## src/rtl/weight_feeder.sv

```systemverilog
// -----------------------------------------------------------------------------
// weight_feeder
//
// Loads one tile of ROWS weight words from a host stream into the inactive
// weight registers of a systolic-array column. Accepted words are shifted
// down the column one cycle after acceptance. Once the tile is full, the
// feeder waits for a compute boundary and then pulses the column's switch
// line to swap the inactive and active weights.
//
// Ports
//   clk                : single clock, rising-edge active
//   rst                : asynchronous, active-high reset
//   wf_start_in        : begin loading a tile (honoured in IDLE only)
//   wf_abort_in        : cancel the current tile from any state
//   wf_data_in         : host weight word, bottom row first
//   wf_data_valid_in   : host word valid
//   wf_data_ready_out  : feeder accepts a word this cycle (combinational)
//   wf_switch_en_in    : compute boundary reached, switch permitted
//   wf_accept_w_out    : column weight chain shifts when 1
//   wf_weight_out      : weight word into the top PE of the column
//   wf_switch_out      : inactive->active weight swap pulse
//   wf_count_out       : words accepted in the current tile
//   wf_busy_out        : feeder is not IDLE (combinational)
//   wf_done_out        : one-cycle pulse, tile switched in
// -----------------------------------------------------------------------------
module weight_feeder #(
    parameter int DATA_W = 16,
    parameter int ROWS   = 4
) (
    input  logic                      clk,
    input  logic                      rst,
    input  logic                      wf_start_in,
    input  logic                      wf_abort_in,
    input  logic [DATA_W-1:0]         wf_data_in,
    input  logic                      wf_data_valid_in,
    output logic                      wf_data_ready_out,
    input  logic                      wf_switch_en_in,
    output logic                      wf_accept_w_out,
    output logic [DATA_W-1:0]         wf_weight_out,
    output logic                      wf_switch_out,
    output logic [$clog2(ROWS+1)-1:0] wf_count_out,
    output logic                      wf_busy_out,
    output logic                      wf_done_out
);

    localparam int CNT_W = $clog2(ROWS + 1);

    typedef enum logic [1:0] {
        IDLE    = 2'd0,
        LOAD    = 2'd1,
        WAIT_SW = 2'd2
    } state_e;

    state_e              state_q,  state_d;
    logic [CNT_W-1:0]    count_q,  count_d;
    logic [DATA_W-1:0]   weight_q, weight_d;
    logic                accept_q, accept_d;
    logic                switch_q, switch_d;
    logic                done_q,   done_d;

    // Ready is combinational so that an abort in the same cycle blocks the
    // handshake; abort therefore always wins over a host word.
    assign wf_data_ready_out = (state_q == LOAD) && !wf_abort_in;
    assign wf_busy_out       = (state_q != IDLE);

    always_comb begin
        // NOTE: every signal written here gets a default first, so no path
        // leaves a value unassigned and no latch is inferred.
        state_d  = state_q;
        count_d  = count_q;
        weight_d = weight_q;   // hold last word so the column sees no change on stall
        accept_d = 1'b0;
        switch_d = 1'b0;
        done_d   = 1'b0;

        if (wf_abort_in) begin
            state_d = IDLE;
            count_d = '0;
        end else begin
            unique case (state_q)
                IDLE: begin
                    if (wf_start_in) begin
                        state_d = LOAD;
                        count_d = '0;
                    end
                end
                LOAD: begin
                    // In this branch ready is 1, so valid alone completes the handshake.
                    if (wf_data_valid_in) begin
                        weight_d = wf_data_in;
                        accept_d = 1'b1;
                        count_d  = count_q + CNT_W'(1);
                        if (count_q == CNT_W'(ROWS - 1)) begin
                            state_d = WAIT_SW;
                        end
                    end
                end
                WAIT_SW: begin
                    // Only entered after the last shift cycle has been issued,
                    // so switch can never coincide with accept_w.
                    if (wf_switch_en_in) begin
                        switch_d = 1'b1;
                        done_d   = 1'b1;
                        state_d  = IDLE;
                        count_d  = '0;
                    end
                end
                default: begin
                    state_d = IDLE;
                    count_d = '0;
                end
            endcase
        end
    end

    // NOTE: sequential state uses non-blocking assignments so every register
    // samples the pre-edge value of the others, independent of statement order.
    always_ff @(posedge clk or posedge rst) begin
        if (rst) begin
            state_q  <= IDLE;
            count_q  <= '0;
            weight_q <= '0;
            accept_q <= 1'b0;
            switch_q <= 1'b0;
            done_q   <= 1'b0;
        end else begin
            state_q  <= state_d;
            count_q  <= count_d;
            weight_q <= weight_d;
            accept_q <= accept_d;
            switch_q <= switch_d;
            done_q   <= done_d;
        end
    end

    assign wf_accept_w_out = accept_q;
    assign wf_weight_out   = weight_q;
    assign wf_switch_out   = switch_q;
    assign wf_count_out    = count_q;
    assign wf_done_out     = done_q;

endmodule

```

## config.mk

```make
export PLATFORM = sky130hd
export DESIGN_NAME = weight_feeder
export DESIGN_NICKNAME = d
export VERILOG_FILES = /design/src/rtl/weight_feeder.sv
export SDC_FILE = /design/constraint.sdc
export NUM_CORES = 1
export LEC_CHECK = 0
export BUFFER_PORTS_ARGS = -buffer_cell sky130_fd_sc_hd__buf_2
export CAP_MARGIN = 40
export CORE_UTILIZATION = 49
export CTS_BUF_LIST = sky130_fd_sc_hd__clkbuf_16
export DETAILED_ROUTE_END_ITERATION = 10
export HOLD_SLACK_MARGIN = 0.1
export MAX_ROUTING_LAYER = met4
export PLACE_DENSITY_LB_ADDON = 0.15
export SLEW_MARGIN = 0
export SYNTH_ARGS = -nofsm -noshare
export SYNTH_HDL_FRONTEND = slang
export SYNTH_SLANG_ARGS = --single-unit
```

## constraint.sdc

```tcl
create_clock -name clk -period 3 [get_ports clk]
set_input_delay 0.3 -clock clk [delete_from_list [all_inputs] [get_ports clk]]
set_output_delay 0.3 -clock clk [all_outputs]
set_load 0.01 [all_outputs]
```

# [Word level (Yosys, flattened, before mapping)]
# Cells that the tools add are included.
[totals] reg_bits=23 input_bits=22 out_inout_bits=24 elab_cells=38
[classes] add_sub_neg=1 eq_ne=7 muxes=17 n_bitwise=1 reduce_logical=7
[ops] operator="2-to-1 mux 3 bit" count=4
[ops] operator="2-to-1 mux 2 bit" count=5
[ops] operator="!= test 3 bit (second input constant)" count=3
[ops] operator="one-hot mux 3 bit (3 select lines)" count=1
[ops] operator="2-to-1 mux 1 bit" count=6
[ops] operator="one-hot mux 2 bit (3 select lines)" count=1
[ops] operator="AND reduction 3 bit" count=2
[ops] operator="AND reduction 4 bit" count=1
[ops] operator="adder 3 x 1 -> 3 bit (second input constant)" count=1
[ops] operator="equality test 3 x 2 -> 1 bit (second input constant)" count=1
[ops] operator="!= test 3 x 2 -> 1 bit (second input constant)" count=1
[ops] operator="equality test 2 x 1 -> 1 bit (second input constant)" count=1
[ops] operator="equality test 2 bit (second input constant)" count=1
[ops] operator="zero test 2 bit" count=1
[ops] operator="nonzero test 2 bit" count=1
[ops] operator="logical AND 1 bit" count=1
[ops] operator="zero test 1 bit" count=1
[ops] operator="inverter 1 bit" count=1

# [Depth between registers and ports, before layout]
# Gate-level depths: netlist of run 1.
[logic_depth] word_depth=5 ltp_mapped=5 ltp_nobuf=5

# [Worst setup path after synthesis of run 1]
# OpenSTA, ideal clock, no wires.
[synth_timing] kind="register to register" startpoint="reg state_q[1]" endpoint="reg weight_q[10] (netlist: wf_weight_out[10])" setup_ns=0.125 arrival_time_ns=1.195 required_ns=2.875 slack_ns=1.680 path_stages_with_launch=5 n_path_buf=1 period_less_slack_ns=1.320 cell_sequence="dfrtp_1 > nor2_2 > and3_4 > buf_6 > mux2_4"
[synth_between] elab_chain_len=2
[synth_lines] item="start, declared" line="54" rtl="state_e state_q, state_d;"
[synth_lines] item="start signal, assigned" line="127" rtl="state_q <= state_d;"
[synth_lines] item="equality test 2 x 1 -> 1 bit" line="80" rtl="unique case (state_q)"
[synth_lines] item="AND reduction 3 bit (no line)"
[synth_lines] item="end signal, assigned" line="129" rtl="weight_q <= weight_d;"
[synth_lines] item="end, declared" line="56" rtl="logic [DATA_W-1:0] weight_q, weight_d;"
# No other way between the ends.
# A chain may end at the register's enable or synchronous reset.

# [Worst setup path in the final report of run 1]
[layout_timing] startpoint="reg state_q[1]" endpoint="reg weight_q[13] (netlist: wf_weight_out[13])"
# The elaborated chain is that of the path after synthesis.

==> results summary, run 1 <==
The flow ran to the end, and the final reports show no timing, DRC or antenna violations. The die outline width came out at 47.5 um. After synthesis, the largest family of logic cells by area is multiplexers. The detailed-route via count came out at 657. The area share of the largest cell type after synthesis is 56.7%. The count of maximum capacitance violations came out at 0. The arrival time at the worst endpoint is 1.62 ns. The fraction of met2 tracks used by global routing is 24.4%. The final layout contains 137 nets. For this run, the register share of the synthesized area comes to 56.7%. The count of nets left with antenna violations once routing finished came out at 0. The worst hold slack after final layout is 0.263 ns. In the finished design, the share of the clock period the worst path needs comes to 49.5%. The depth of the most critical reg-to-reg path came out at 3. The global-route met3 utilization came out at 3.40%. The routed design could run at a clock period as short as 1.48 ns. For this run, design rule violations remaining after detail routing come to 0. After global routing, the most crowded layer is met2. The share of the synthesized area in compound gates (AO/OA/AOI/OAI) is 4.06%.

The number of violations reported at the end of detailed-routing iteration 0 is 5. The number of cells after detailed placement came out at 134. In this run the worst path has a maximum fanout of 20. At the pin with the least slew margin, the transition time is 0.345 ns. Summed over all layers, the routed wires come to 1680 um. The layout cell share with drive strength beyond 1 came out at 61.6%.

The die outline height is 47.5 um. Dividing the detail-routed via count by the number of cells gives 4.73. In the synthesized netlist the dominant register cell turns out to be sky130_fd_sc_hd__dfrtp_1. Walking the worst path, the cells encountered are nor2_2 > and3_4 > mux2_4. The worst hold path belongs to the class in -> reg.

The number of endpoints failing setup at the final stage is 0. Once the floorplan was initialized, standard cells occupied 51.8% of the core. STA puts the critical path data required time at 3.13 ns. The number of flops mapped to enable cells by yosys is 0.

Entering global routing, the biggest net connects 21 pins. The worst setup path is captured at a flop. The clock insertion delay at the later pin of the skew report came out at 0.25 ns. Synthesis produced a netlist whose cell count is 65. The share of cell area taken by muxes after synthesis came out at 25.7%. The count of input and output buffers came out at 45. The synthesized-area fraction occupied by xor and xnor cells is 0%.

The count of unique library cells instantiated by Yosys is 22. The setup TNS is 0 ns. The weighted congestion reported at the end of routability-driven placement came out at 0.747.

Ranked by total cell area, the synthesized netlist is headed by sky130_fd_sc_hd__dfrtp_1 (57%), sky130_fd_sc_hd__mux2_4 (24%), sky130_fd_sc_hd__ha_1 (2.5%), sky130_fd_sc_hd__buf_6 (2.2%), sky130_fd_sc_hd__a22o_1 (1.7%). After clock tree synthesis, the clock-pin slew on the worst setup and hold paths is 0.06 ns. In this run the number of H-tree levels came out at 1.

The number of pins exceeding their max-slew limit in the final report came out at 0. The number of global-route vias before repair is 561. The total power came out at 861 uW. For this design, the sink count on the clock tree is 23. The area of the die is 2260 um2. Measured against its own limit, the worst slew margin works out to 76.9%. The total global routing overflow is 0. The final number of hold-violating endpoints came out at 0. The met1 routing resource usage after global routing is 20.2%. The number of I/O pins is 46.

The worst reg-to-reg setup slack is 1.52 ns. The total number of yosys warnings came out at 0. Of all flip-flops after synthesis, the portion carrying an async set or reset was 100%. Dividing total power by cell area gives a power density of 640 nW/um2. The cell count of the worst hold path came out at 2. The count of fill cells added during filler insertion is 153. The number of synthesized register bits is 23. The delay contributed by the slowest stage of the critical path came out at 0.42 ns. The count of cells in the finished layout, fillers not included, comes to 139. The static power due to leakage came out at 0.729 nW. Of all cell types, the one taking the most synthesized area is sky130_fd_sc_hd__dfrtp_1. Cells fill 68.6% of the core in the end.

The net count after synthesis is 89. The TritonCTS buffer count is 3. The total inserted antenna cells is 0. The core box area is 1960 um2. The deepest clock path buffer count is 2. The maximum clock rate is 0.674 GHz. The setup fix buffers added after clock tree synthesis came out at 0. The post-synthesis share of cell area spent on and, or, nand and nor gates came out at 6.53%. The worst setup path is of the reg -> reg kind.

The worst setup path is launched from a flop. Once detailed placement completed, the half-perimeter wirelength came to 1250 um. The worst IR drop on VDD is 0.420 mV.

The first global-routing pass estimated 2330 um of wire. The initial antenna violation count came out at 0. The maximum clock skew at final layout is 0.00343 ns.

The final routed wire length divided by cell count came out at 12.1 um. The mapped netlist covers 1020 um2. In the global route stage, overall resource usage came out at 15.6%. The first-pass iteration count of the detailed router is 2. The synthesized netlist devotes 2.46% of its cell area to adder and majority cells.

The CTS tree is done. The slowest stage of the critical path belongs to the cell sky130_fd_sc_hd__dfrtp_1. Setup repair after global routing left no endpoint under its margin.

The growth of design area from synthesis to finish is 32.4%. The clock root buffer master is sky130_fd_sc_hd__clkbuf_16. The average cell area after synthesis is 15.6 um2. The initialized floorplan defines 16 standard-cell rows.
[report_power, final]
part	total, mW	internal (mW)	switching, mW
combinational	0.193	0.117	0.0757
clock	0.278	0.179	0.0996
sequential	0.390	0.362	0.0281
total	0.861	0.658	0.203
[cell families after synthesis]
group | after synthesis
AND/OR/NAND/NOR | 9
multiplexers | 18
adder cells (fa/ha/maj) | 2
flip-flops | 23
AO/OA/AOI/OAI | 6
buffers and inverters | 7
[layout make-up]
type	instances	area (um2)	share of cell area (%)
multi-input combinational	35	394	29.3
sequential	23	576	42.8
clock inverter	1	5.00	0.372
timing repair buffer	47	250	18.6
inverter	3	11.3	0.837
clock buffer	3	75.1	5.58
tap	27	33.8	2.51
[final timing paths]
check	from	end
worst max-delay path	state_q[1]$_DFFE_PP0P_	wf_weight_out[13]$_DFFE_PP0P_
worst min-delay path	wf_abort_in	wf_done_out$_DFF_PP0_
worst max register to register	state_q[1]$_DFFE_PP0P_	wf_weight_out[13]$_DFFE_PP0P_
worst min register to register	wf_weight_out[3]$_DFFE_PP0P_	wf_weight_out[3]$_DFFE_PP0P_
max in group asynchronous	rst	wf_done_out$_DFF_PP0_
min in group asynchronous	rst	wf_weight_out[3]$_DFFE_PP0P_
[cell usage in the layout (no fill, tap or decap), types with 2 or more instances in the layout]
master / Yosys / routed
sky130_fd_sc_hd__buf_2: 1 / 45
sky130_fd_sc_hd__dfrtp_1: 23 / 23
sky130_fd_sc_hd__mux2_4: 16 / 16
sky130_fd_sc_hd__inv_1: 3 / 3
sky130_fd_sc_hd__clkbuf_16: 0 / 3
sky130_fd_sc_hd__a22o_1: 2 / 2
sky130_fd_sc_hd__nor2_1: 2 / 2
sky130_fd_sc_hd__ha_1: 2 / 2
[timing repair]
item / CTS / global route
hold buffers: 1 / 0
hold endpoints to repair: 7 / 0
resized for setup: 0 / 0
[critical path: cells and delay by family (launching register included)]
kind             cells  cell delay, ns
muxes                1            0.34
and+or+nand+nor      2            0.60
DFF                  1            0.42
[through the flow]
stage          setup WS, ns  cell area (um2)
2_1_floorplan          1.68             1020
3_3_place_gp           1.55             1240
3_5_place_dp           1.52             1250
4_1_cts                1.51             1350
5_1_grt                1.44             1350
6_report               1.52             1350
[flip-flops by register name, summed over array words and instances (netlist names)]
register         flops
state_q              2
wf_accept_w_out      1
wf_count_out         3
wf_done_out          1
wf_weight_out       16
[cell usage after synthesis (2+ instances only)]
library cell	count
sky130_fd_sc_hd__a22o_1	2
sky130_fd_sc_hd__mux2_4	16
sky130_fd_sc_hd__dfrtp_1	23
sky130_fd_sc_hd__buf_6	2
sky130_fd_sc_hd__inv_1	3
sky130_fd_sc_hd__nor2_1	2
sky130_fd_sc_hd__ha_1	2
[layer usage]
layer / share of wire, % / wire length [um]
met5: 0 / 0
met4: 0 / 0
met3: 4.7 / 79
met2: 49 / 816
met1: 47 / 784
Power figures use the tool's default switching activity.
==> inputs of run 2 (changes only) <==
Settings changed: CORE_UTILIZATION 49 to 41.
Clock period 3 ns to 1.2 ns, I/O delays scaled along.
==> results summary, run 2 (same netlist as run 1, synthesis figures left out) <==
The clock sink count is 23 (unchanged). The worst setup path is launched from a flop. The number of nets in the finished design came out at 159 (+16%).

TritonCTS built the clock tree. The post-DP HPWL came out at 1400 um (+11%). The total inserted antenna cells is 0 (unchanged). The library cells used most frequently in the layout, excluding fill and tap cells, are sky130_fd_sc_hd__buf_2 (44), sky130_fd_sc_hd__dfrtp_1 (23), sky130_fd_sc_hd__mux2_4 (16), sky130_fd_sc_hd__dlygate4sd3_1 (10), sky130_fd_sc_hd__buf_4 (9). The core occupancy in the finished layout was 70.1% (+1.6 points). Setup repair after global routing could not meet its margin everywhere. The TritonCTS buffer count is 3 (unchanged). The mean number of vias per cell is 4.61 (-2.4%).

The die outline width is 51.8 um (+8.9%). The fraction of power spent switching nets came to 24.2% (+0.59 points). The first-pass iteration count of the detailed router is 2 (unchanged). The final reports fail on negative setup slack. The data required time of the worst path is 1.34 ns (-1.79 ns). The clock insertion delay at the later pin of the skew report came out at 0.25 ns (about the same). The number of endpoints failing setup at the final stage is 19 (+19). The count of fill cells added during filler insertion is 153 (unchanged). The number of DRC violations after detailed routing came out at 0 (unchanged). The count of input and output buffers was 45 (unchanged). The transition time of the tightest slew-check pin came to 0.285 ns (-0.0606 ns). The final number of hold-violating endpoints came to 0 (unchanged). The number of violations reported at the end of detailed-routing iteration 0 came out at 1 (-4). The count of maximum capacitance violations is 0 (unchanged). The deepest clock path buffer count is 2 (unchanged). The maximum clock skew at final layout came out at 0.00156 ns (-0.00187 ns). The arrival time at the worst endpoint came out at 1.45 ns (-0.17 ns).

The tightest slew margin relative to the limit came to 81.0% (+4.1 points). The initial antenna violation count came out at 0 (unchanged). The initial cell density of the core came out at 44.6% (-7.1 points). The total routed wirelength came to 2080 um (+24%). The number of pins exceeding their max-slew limit in the final report is 0 (unchanged). The count of non-filler cells in the finished layout is 162 (+17%). The kind of path behind the tightest hold check is in -> reg. The clock-pin transition on the worst setup and hold timing paths is 0.06 ns (about the same). The largest fanout on the critical path came to 10 (-50%).

The net switching power came to 543 uW (+170%). The core box area was 2280 um2 (+16%). The total global routing overflow came out at 0 (unchanged).

The die outline height came out at 51.8 um (+8.9%). The total power is 2.24 mW (+160%). The final routed wire length divided by cell count came out at 12.9 um (+6.4%). The combinational fraction of design power is 24.8% (+2.4 points). The number of I/O pins is 46 (unchanged). The critical path is of the reg -> reg type.

The internal power of the cells came to 1.70 mW (+160%). The post-route worst setup slack was -0.117 ns (-1.63 ns). The global-route wire length before repair is 3190 um (+37%).

The maximum number of pins on one net before global-route repair is 24 (+14%). The number of cell rows came out at 17 (+1). The worst hold slack after final layout came out at 0.101 ns (-0.163 ns). The clock period minus final worst setup slack is 1.32 ns (-0.167 ns). The antenna violation net count after detailed routing is 0 (unchanged). The most common cell after layout, fill and taps aside is sky130_fd_sc_hd__buf_2. The power density over cell area is 1400 nW/um2 (+120%). The static power due to leakage is 0.841 nW (+15%). The maximum clock rate came to 0.759 GHz (+13%). The number of H-tree levels is 1 (unchanged).

The weighted congestion reported at the end of routability-driven placement is 0.686 (-8.1%). The global router's overall resource usage came out at 17.4% (+1.8 points). The area of the die came out at 2680 um2 (+19%). The run finished, with violations left. The layout cell share with drive strength beyond 1 came out at 64.9% (+3.3 points). The relative contribution of the clock network to total power is 31.6% (-0.7 points).

The worst IR drop on VDD is 0.931 mV (+120%). The sequential group share of total power was 43.7% (-1.6 points). The area growth from synthesis to layout is 57.1%.

The clock root buffer master is sky130_fd_sc_hd__clkbuf_16. The number of global-route vias before repair was 741 (+32%). The worst setup path is captured at a flop.

The post-route clock period utilization is 110% (+60 points). The number of flip-flops in the largest register is 16 (unchanged). The detailed-route via count was 747 (+14%). The number of cells after detailed placement was 144 (+7.5%). The worst setup slack after placement came out at -0.0890 ns (-1.61 ns).
[run 2: final timing paths]
path,start,to,slack [ns],depth (start not counted)
worst max-delay path,state_q[1]$_DFFE_PP0P_,wf_weight_out[9]$_DFFE_PP0P_,-0.12,4
min in group asynchronous,rst,wf_weight_out[14]$_DFFE_PP0P_,0.45,4
worst max register to register,state_q[1]$_DFFE_PP0P_,wf_weight_out[9]$_DFFE_PP0P_,-0.12,4
worst min register to register,wf_weight_out[6]$_DFFE_PP0P_,wf_weight_out[6]$_DFFE_PP0P_,0.51,1
worst min-delay path,wf_data_in[6],wf_weight_out[6]$_DFFE_PP0P_,0.10,2
max in group asynchronous,rst,wf_weight_out[8]$_DFFE_PP0P_,0.53,4
[run 2: per-stage QoR]
step / cell area, um2 / setup TNS (ns)
floorplan: 1030 / -1.36
global placement: 1360 / -0.644
detailed placement: 1360 / -1.24
CTS: 1570 / -1.82
global route: 1600 / -2.32
finish: 1600 / -1.88
[run 2: metal layers]
layer | vias up | part of all wire (%) | track usage [%]
met5 | - | 0 | -
met4 | 0 | 0.82 | 8.11
met3 | 2 | 5.3 | 4.39
met2 | 28 | 50 | 28.8
met1 | 354 | 44 | 19.6
li1 | 363 | - | -
[run 2: worst max-delay path: stages, from the launching register on]
cell                      delay (ns)
sky130_fd_sc_hd__dfrtp_1        0.40
sky130_fd_sc_hd__nor2_2         0.12
sky130_fd_sc_hd__and3_4         0.23
sky130_fd_sc_hd__buf_12         0.15
sky130_fd_sc_hd__mux2_4         0.30
[run 2: layout make-up]
type | count | area (um2) | area share [%]
clock inverter | 1 | 5.00 | 0.313
sequential | 23 | 576 | 36.1
clock buffer | 3 | 75.1 | 4.70
timing repair buffer | 69 | 473 | 29.6
multi-input combinational | 35 | 422 | 26.4
inverter | 3 | 11.3 | 0.705
tap | 28 | 35.0 | 2.19
[run 2: power groups by stage]
stage | clock network [mW] | logic (mW) | registers [mW]
floorplan | 0 | 0.234 | 1.05
global placement | 0 | 0.503 | 0.984
detailed placement | 0 | 0.514 | 0.986
CTS | 0.722 | 0.551 | 0.980
global route | 0.762 | 0.599 | 0.993
finish | 0.707 | 0.556 | 0.979
[run 2: timing repair]
action / 4_1_cts / 5_1_grt
hold buffers: 8 / 2
pin swaps: 3 / 4
endpoints found under the setup margin: 22 / 22
resized for setup: 6 / 1
buffers inserted: 3 / 1
hold endpoints to repair: 30 / 2
==> inputs of run 3 (changes only) <==
Settings changed: CORE_ASPECT_RATIO from default to 1.25.
==> results summary, run 3 (same netlist as run 1, synthesis figures left out) <==
The critical path is of the reg -> reg type. Setup repair after global routing could not meet its margin everywhere. The mean number of vias per cell is 4.59 (-0.45%).

The initial antenna violation count came to 0 (unchanged). The total global routing overflow came to 0 (unchanged). The area of the die came out at 2680 um2 (about the same).

The global router's overall resource usage is 17.6% (+0.26 points). The busiest layer in global routing is met2. For this design, the slowest cell found on the critical path is sky130_fd_sc_hd__dfrtp_1. The number of cell rows is 19 (+2). The met1 routing resource usage after global routing is 18.5% (-1.1 points).

The post-layout instance area is 1620 um2 (+1.7%). The number of cells after detailed placement came out at 149 (+3.5%). The final routed wire length divided by cell count is 12.8 um (-0.44%). The transition time of the tightest slew-check pin is 0.282 ns (-0.00227 ns). The internal power of the cells is 1.71 mW (+0.40%). Leaving out fill and tap cells, the most frequent cells in the layout are sky130_fd_sc_hd__buf_2 (44), sky130_fd_sc_hd__dfrtp_1 (23), sky130_fd_sc_hd__mux2_4 (16), sky130_fd_sc_hd__dlygate4sd3_1 (10), sky130_fd_sc_hd__buf_4 (7). STA classifies the critical path startpoint as a flop. The number of endpoints failing setup at the final stage is 19 (unchanged). The power density over cell area came out at 1380 nW/um2 (-1.8%). The kind of path behind the tightest hold check is in -> reg.

The tightest slew margin relative to the limit came to 81.2% (+0.15 points). The post-route worst setup slack is -0.125 ns (-0.00712 ns). The total power came out at 2.24 mW (about the same). The footprint of the multi-input gates is 418 um2 (-0.89%).

The worst setup path is captured at a flop. The global-route met3 utilization came out at 1.87% (-2.5 points). The core box area came out at 2260 um2 (-0.77%).

The TritonCTS buffer count is 3 (unchanged). The clock root buffer master is sky130_fd_sc_hd__clkbuf_16. The maximum clock rate is 0.755 GHz (-0.54%). The arrival time at the worst endpoint was 1.46 ns (about the same). The register cell area after layout came out at 576 um2 (unchanged). The critical path goes through nor2_2 > and3_4 > buf_12 > mux2_4. The worst hold slack after final layout came out at 0.104 ns (+0.00337 ns). The most common cell after layout, fill and taps aside is sky130_fd_sc_hd__buf_2. The maximum clock skew at final layout came out at 0.00136 ns (-0.000202 ns). The die outline height came out at 57.7 um (+11%).

The count of fill cells added during filler insertion came out at 158 (+3.3%). The number of I/O pins came out at 46 (unchanged). The number of global-route vias before repair is 759 (+2.4%).

The count of non-filler cells in the finished layout is 166 (+2.5%). The global-route wire length before repair is 3230 um (+1.1%). The count of input and output buffers came out at 45 (unchanged).

The detailed-route via count came to 762 (+2.0%). The total inserted antenna cells is 0 (unchanged). The final number of hold-violating endpoints came to 0 (unchanged). The cell area after placement is 1390 um2 (+2.3%). The number of nets in the finished design came out at 160 (+0.63%). The number of flip-flops in the largest register came out at 16 (unchanged). The number of H-tree levels is 1 (unchanged). The sequential group share of total power is 43.5% (-0.2 points). The post-route clock period utilization came out at 110% (+0.59 points). The data required time of the worst path is 1.33 ns (about the same). The antenna violation net count after detailed routing was 0 (unchanged). The weighted congestion reported at the end of routability-driven placement came out at 0.690 (+0.67%).

The largest fanout on the critical path came out at 7 (-3). The fraction of met2 tracks used by global routing was 31.0% (+2.2 points). The die outline width came out at 46.5 um (-10%). The static power due to leakage was 0.848 nW (+0.82%). The combinational fraction of design power came out at 25.3% (+0.5 points).

The run finished, with violations left. The clock sink count came out at 23 (unchanged). The post-DP HPWL came out at 1400 um (+0.59%). The relative contribution of the clock network to total power is 31.2% (-0.4 points). The fraction of power spent switching nets came to 23.8% (-0.36 points). The CTS tree is done. The clock insertion delay at the later pin of the skew report came out at 0.25 ns (about the same). The total routed wirelength is 2130 um (+2.0%). The clock-pin transition on the worst setup and hold timing paths is 0.06 ns (about the same). The first-pass iteration count of the detailed router came out at 2 (unchanged). The count of maximum capacitance violations is 0 (unchanged). The deepest clock path buffer count came to 2 (unchanged).

The worst IR drop on VDD came out at 0.978 mV (+5.0%). The layout cell share with drive strength beyond 1 came out at 65.2% (+0.26 points). The growth of design area from synthesis to finish came out at 59.9%. The number of pins exceeding their max-slew limit in the final report came out at 0 (unchanged).

The number of DRC violations after detailed routing is 0 (unchanged). The initial cell density of the core came out at 45.0% (+0.35 points). The delay contributed by the slowest stage of the critical path is 0.39 ns (about the same). The setup TNS is -2.04 ns (-0.160 ns).

The final reports fail on negative setup slack. The number of violations reported at the end of detailed-routing iteration 0 is 2 (+1). The maximum number of pins on one net before global-route repair came out at 24 (unchanged). The net switching power is 534 uW (-1.6%).

The clock period minus final worst setup slack came out at 1.32 ns (+0.00712 ns).
run 3: cell count changes in the layout (fill, tap and decap cells not counted), sizes merged:
| cell | change |
|---|---|
| buf | +1 |
run 3: layout make-up:
type | instances | area share, %
clock buffer | 3 | 4.62
clock inverter | 1 | 0.308
inverter | 3 | 0.693
multi-input combinational | 35 | 25.7
sequential | 23 | 35.4
tap | 31 | 2.39
timing repair buffer | 70 | 30.8
run 3: worst max-delay path: cells and delay by family, from the launching register on:
family	cells	cell delay, ns
AND/OR/NAND/NOR	2	0.37
flip-flops	1	0.39
multiplexers	1	0.30
buffers and inverters	1	0.14
run 3: repair_timing:
| item | in CTS | in global routing |
|---|---|---|
| setup buffers | 1 | 2 |
| gates resized for setup | 3 | 6 |
| hold endpoints to repair | 31 | 1 |
| hold buffers | 9 | 1 |
| setup endpoints to repair | 21 | 22 |
| pin swaps | 1 | 7 |
run 3: layer usage:
metal | wire (um) | up-vias
met1 | 809 | 361
met4 | 43 | 0
li1 | - | 368
met5 | 0 | -
met2 | 1180 | 29
met3 | 88 | 4
run 3: per-stage QoR:
stage	setup WS [ns]	utilization [%]
CTS	-0.129	69.8
finish	-0.125	71.9
floorplan	-0.0868	-
detailed placement	-0.0889	61.4
global route	-0.156	71.9
global placement	-0.0524	61.4
run 3: final timing paths:
kind	to	startpoint	slack, ns	cells past startpoint
worst max-delay path	wf_weight_out[11]$_DFFE_PP0P_	state_q[1]$_DFFE_PP0P_	-0.12	4
min in group asynchronous	wf_weight_out[14]$_DFFE_PP0P_	rst	0.45	4
max in group asynchronous	wf_weight_out[15]$_DFFE_PP0P_	rst	0.53	4
worst min-delay path	wf_weight_out[4]$_DFFE_PP0P_	wf_data_in[4]	0.10	2
worst max register to register	wf_weight_out[11]$_DFFE_PP0P_	state_q[1]$_DFFE_PP0P_	-0.12	4
worst min register to register	wf_weight_out[8]$_DFFE_PP0P_	wf_weight_out[8]$_DFFE_PP0P_	0.50	1
run 3: power groups by stage:
stage          combinational, mW  clock (mW)  sequential, mW
2_1_floorplan              0.234           0            1.05
3_3_place_gp               0.512           0           0.983
3_5_place_dp               0.521           0           0.983
4_1_cts                    0.554       0.721           0.974
5_1_grt                    0.613       0.756           0.991
6_report                   0.567       0.699           0.974
